$ cat config.mk
export PLATFORM = sky130hd
export DESIGN_NAME = pipe_delay_line
export DESIGN_NICKNAME = d
export VERILOG_FILES = /design/src/rtl/riscv_pipe_pkg.sv /design/src/rtl/pipe_stage.sv /design/src/rtl/pipe_delay_line.sv
export SDC_FILE = /design/constraint.sdc
export NUM_CORES = 1
export LEC_CHECK = 0
export BUFFER_PORTS_ARGS = -buffer_cell sky130_fd_sc_hd__buf_2
export CAP_MARGIN = 20
export CORE_MARGIN = 5
export CORE_UTILIZATION = 45
export CTS_BUF_LIST = sky130_fd_sc_hd__clkbuf_4 sky130_fd_sc_hd__clkbuf_8 sky130_fd_sc_hd__clkbuf_16
export CTS_CLUSTER_DIAMETER = 150
export DETAILED_ROUTE_END_ITERATION = 10
export GPL_ROUTABILITY_DRIVEN = 0
export GPL_TIMING_DRIVEN = 0
export PLACE_DENSITY = 0.72
export SKIP_LAST_GASP = 1
export SLEW_MARGIN = 0
export SYNTH_ARGS = -nofsm -noshare
export SYNTH_HDL_FRONTEND = slang
export SYNTH_SLANG_ARGS = --single-unit
$ cat constraint.sdc
create_clock -name clk -period 3.6 [get_ports clk]
set_input_delay 0.72 -clock clk [delete_from_list [all_inputs] [get_ports clk]]
set_output_delay 0.72 -clock clk [all_outputs]
set_load 0.02 [all_outputs]
$ cat src/rtl/riscv_pipe_pkg.sv
// Shared pipeline types: machine word and the stall/flush control bundle
// driven by the hazard unit.
package riscv_pipe_pkg;

  localparam int XLEN = 32;

  typedef logic [XLEN-1:0] pipe_word_t;

  typedef struct packed {
    logic stall;
    logic flush;
  } pipe_ctl_t;

endpackage

$ cat src/rtl/pipe_stage.sv
// One {valid,data} pipeline register: async reset, synchronous clear (flush)
// with priority over enable (advance).
module pipe_stage #(
  parameter int               WIDTH     = 32,
  parameter logic [WIDTH-1:0] RESET_VAL = '0
) (
  input  logic             clk,
  input  logic             rst,
  input  logic             en,
  input  logic             clr,
  input  logic             valid_d,
  input  logic [WIDTH-1:0] data_d,
  output logic             valid_q,
  output logic [WIDTH-1:0] data_q
);

  always_ff @(posedge clk or posedge rst) begin
    if (rst) begin
      valid_q <= 1'b0;
      data_q  <= RESET_VAL;
    end else if (clr) begin
      valid_q <= 1'b0;
      data_q  <= RESET_VAL;
    end else if (en) begin
      valid_q <= valid_d;
      data_q  <= data_d;
    end
  end

endmodule

$ cat src/rtl/pipe_delay_line.sv
// DEPTH-stage payload delay line with per-stage valid, global stall and flush.
// Define PIPE_TAP_EN to expose every stage on tap_valid_o / tap_data_o.
module pipe_delay_line
  import riscv_pipe_pkg::*;
#(
  parameter int               WIDTH     = XLEN,
  parameter int               DEPTH     = 2,
  parameter logic [WIDTH-1:0] RESET_VAL = '0
) (
  input  logic                       clk,
  input  logic                       rst,
  input  logic                       stall_i,
  input  logic                       flush_i,
  input  logic                       valid_i,
  input  logic [WIDTH-1:0]           data_i,
  output logic                       valid_o,
  output logic [WIDTH-1:0]           data_o,
`ifdef PIPE_TAP_EN
  output logic [DEPTH-1:0]           tap_valid_o,
  output logic [DEPTH-1:0][WIDTH-1:0] tap_data_o,
`endif
  output logic [$clog2(DEPTH+1)-1:0] occupancy_o
);

  localparam int OCC_W = $clog2(DEPTH+1);

  pipe_ctl_t ctl;
  assign ctl.stall = stall_i;
  assign ctl.flush = flush_i;

  logic [DEPTH-1:0]            stage_valid;
  logic [DEPTH-1:0][WIDTH-1:0] stage_data;

  // Stage 0 is the newest entry; stage DEPTH-1 drives the outputs.
  for (genvar k = 0; k < DEPTH; k++) begin : g_stage
    logic             valid_d;
    logic [WIDTH-1:0] data_d;

    if (k == 0) begin : g_head
      assign valid_d = valid_i;
      assign data_d  = data_i;
    end else begin : g_body
      assign valid_d = stage_valid[k-1];
      assign data_d  = stage_data[k-1];
    end

    pipe_stage #(
      .WIDTH     (WIDTH),
      .RESET_VAL (RESET_VAL)
    ) u_stage (
      .clk     (clk),
      .rst     (rst),
      .en      (~ctl.stall),
      .clr     (ctl.flush),
      .valid_d (valid_d),
      .data_d  (data_d),
      .valid_q (stage_valid[k]),
      .data_q  (stage_data[k])
    );
  end

  assign valid_o = stage_valid[DEPTH-1];
  assign data_o  = stage_data[DEPTH-1];

  always_comb begin
    occupancy_o = '0;
    for (int k = 0; k < DEPTH; k++) begin
      occupancy_o = occupancy_o + OCC_W'(stage_valid[k]);
    end
  end

`ifdef PIPE_TAP_EN
  assign tap_valid_o = stage_valid;
  assign tap_data_o  = stage_data;
`endif

endmodule

# == Word-level counts from Yosys, hierarchy flattened ==
# Cells that the tools add are included.
# word_totals
register_bits,66
out_inout_bits,35
# op_classes
addsub,1
mux,8
n_eq_ne,1
# ops
op,count
$mux W32,4
$mux W1,4
$add A1 B1 Y2,1
$ne A2 B1 Y1 const B,1

# == Depth between registers and ports, before layout ==
# logic_depth
word_depth,2
mapped_depth,5

# == Modules after synthesis ==
# Synthesis repeated with hierarchy kept, for this count alone.
# hier_totals
hier_cells,218
hier_area_um2,2758.9
# modules_own_cells
mod,area_per_inst_um2,instances,cells_per_inst,seq_area_each_um2
pipe_stage,1371.3,2,108,825.8
pipe_delay_line,16.3,1,2,0.0

# == Least setup slack after synthesis ==
# No wires, ideal clock.
# synth_path
kind,reg-to-output
start,register g_stage[1].u_stage.valid_q
end,output occupancy_o[0]
path_stages_with_launch,2
path_buffers,0
path_slack_ps,2027
required_time_ps,2880
arrival_time_ps,853
path_cell_list,dfrtp_1 -> ha_1
# synth_between
elab_chain_cells,1
# synth_lines
element,line_no,text
from (decl),pipe_stage.sv:13,"output logic valid_q,"
from (signal assigned),pipe_stage.sv:25,valid_q <= valid_d;
$add A1 B1 Y2,pipe_delay_line.sv:68,occupancy_o = occupancy_o + OCC_W'(stage_valid[k]);
to (decl),pipe_delay_line.sv:22,output logic [$clog2(DEPTH+1)-1:0] occupancy_o
# No other way between the ends.

# == Worst setup path in the final report ==
# Same ends and word-level chain as after synthesis.

==> results.md <==
* Status: finished clean
* Vias in the first global route at 1868
* Met3 wire len at 311 um
* R2r startpoint: g_stage[1].u_stage.data_q[29]
* HP Class: primary input to async pin
* Sink Count at 66
* Top cell type's share of synthesized area at 0.604
* Crit path DAT at 1150 ps
* Number of H-tree levels at 3
* Routed Antenna Nets at 0
* Post-CTS Resized at 0
* Drt wl/cell at between 10 and 15 um
* Setup TNS Final at 0 ps
* FF-to-FF setup slack at 2880 ps
* Yosys warns at 0
* R2R depth at 2
* DP Wirelength at roughly 3700 um
* Pins over their slew limit at 0
* Worst-path clk slew at ~80 ps
* Worst Max-Slew Pin Slew at 610 ps
* Crit start category: flop
* Drt pass-1 iters at 4
* Fmax at between 500 and 600 MHz
* Setup bufs post-CTS at 0
* Die height at 87.9 um
* Die width at slightly below 90 um
* Synth area leaders: dfrtp_1 (60%), mux2i_1 (24%), nor2_1 (9.1%)
* PwrDens at 468 mW/mm^2
* Top-Level Pins at 72
* Clk_lat worst skew at about 330 ps
* RSZ-0062 raised after global routing: no
* Initial Utilization at 0.462
* Post-synth top area cell: dfrtp_1
* Yosys cell types at 10
* Fill count at 517
* Final hold violation count at 0
* Syn Nets at 253
* Total congestion overflow at 0
* Routed vias/inst at 4.70
* Peak supply drop at 0.244 mV
* DRC viols at 0
* Slew margin rel. at 0.593
* Hold Buf Count CTS at 0
* Part of the cycle the worst path needs at 0.520
* Area delta synth->final at 24.3%
* Max Root-Sink Buffers at 2
* Core area at 0.00592 sq mm
* Yosys reg bits at 66
* IO buf count at between 60 and 70
* Critical path data required time at around 2900 ps
* CTS tree: yes
* Vias post-DR at ~1800
* Pin count of the biggest net entering global routing at 40
* Detailed Route Iter0 Violations at 30
* GRT Util Overall at 0.149
* Total CTS buffers at 9
* Critical-path maximum fanout at 3
* First-pass GRT wire length at 8690 um
* Cells after synthesis at 215
* Share of layout cells above drive strength 1 at 0.329
* Synthesized cell area at 0.00273 sq mm
* Root Buffer: clkbuf_8
* Setup violators final at 0
* Reg2reg end: g_stage[1].u_stage.data_q[29]
* Max layer used: met4
* Cell area after placement at between 0.003 and 0.004 sq mm
* Post-layout min period at 1870 ps
* CP Class: flop to primary output
* Fin area at 0.00340 sq mm
* Setup crit end kind: primary output
* Skew final at 11.9 ps
* Fin util at 0.574
* Wl on met1 at 2240 um
* Max cap viols at 0
* Rows at 28
* Initial antenna violation count at 0
* Leakage at 1.93 nW
* Mean post-synth cell area at 12.7 sq um
* Total length of routed wires at 5250 um
* Diode count at 0
* Routed met2 length at between 2000 and 3000 um
* Fin nets at 334
* Seq/Total Area, Yosys at 0.604
* Die Area at 0.00773 sq mm
==> cells in the final DEF (no fill, tap or decap), drive strengths merged <==
cell type | netlist | layout
buf | 12 | 82
bufinv | 0 | 1
clkbuf | 3 | 14
clkinv | 0 | 3
clkinvlp | 0 | 1
dfrtp | 66 | 66
ha | 1 | 1
inv | 1 | 1
mux2i | 66 | 66
nor2 | 66 | 66
==> cells in the mapped netlist <==
library cell	instances
ha_1	1
clkbuf_1	3
mux2i_1	66
inv_1	1
buf_6	1
dfrtp_1	66
nor2_1	66
buf_12	5
buf_4	2
buf_2	4
==> state kept, by name, summed over array words and instances (netlist names) <==
register                 flops
g_stage.u_stage.valid_q      2
g_stage.u_stage.data_q      64
==> final cells by class <==
| type | count | area, sq um | area share |
|---|---|---|---|
| Sequential cell | 66 | 1650 | 0.486 |
| Timing Repair Buffer | 70 | 365 | 0.108 |
| Clock buffer | 11 | 151 | 0.0446 |
| Inverter | 1 | 3.75 | 0.00110 |
| Tap cell | 75 | 93.8 | 0.0276 |
| Clock inverter | 5 | 52.6 | 0.0155 |
| Multi-Input combinational cell | 133 | 921 | 0.271 |
| Buffer | 15 | 158 | 0.0464 |
==> worst max-delay path, stage by stage (launching register included) <==
cell and delay, ps:
dfrtp_1 390, ha_1 280, buf_2 160
==> where the power goes <==
part	internal [mW]	switching [mW]
sequential	0.774	0.0174
clock	0.354	0.272
combinational	0.0776	0.0942
total	1.21	0.384
==> cell families (layout without fill, tap and decap cells) <==
| kind of cell | Yosys count | in the layout | share of synthesized area |
|---|---|---|---|
| flops | 66 | 66 | 0.604 |
| fa+ha+maj | 1 | 1 | 0.00458 |
| buf+inv | 16 | 102 | 0.0590 |
| mux | 66 | 66 | 0.242 |
| simple gates | 66 | 66 | 0.0906 |
==> metrics by stage <==
step                      hold WS [ps]  worst slack (ps)  instances  power [mW]
after floorplan                    486              1230        215       0.924
after global placement             493               415        359       0.976
after detailed placement           509              1980        360       0.982
after CTS                          466              1700        376        1.61
after global routing               506              1660        376        1.68
final                              454              1730        376        1.59
==> routing by layer <==
metal	global-route usage	vias to the layer above
met5	0	-
met4	0.0669	0
met3	0.0414	10
met2	0.238	40
met1	0.189	851
li1	-	868
==> how the worst max path moves through the flow <==
stage                                          start                            end  slack [ps]
final                     g_stage[1].u_stage.valid_q                 occupancy_o[0]        1730
after global routing      g_stage[1].u_stage.valid_q                 occupancy_o[0]        1660
after CTS                 g_stage[1].u_stage.valid_q                 occupancy_o[0]        1700
after detailed placement                     flush_i  g_stage[1].u_stage.data_q[10]        1980
after global placement                           rst  g_stage[0].u_stage.data_q[24]         410
after floorplan                                  rst   g_stage[0].u_stage.data_q[0]        1230
No activity file was read; power rests on OpenSTA's default activity.
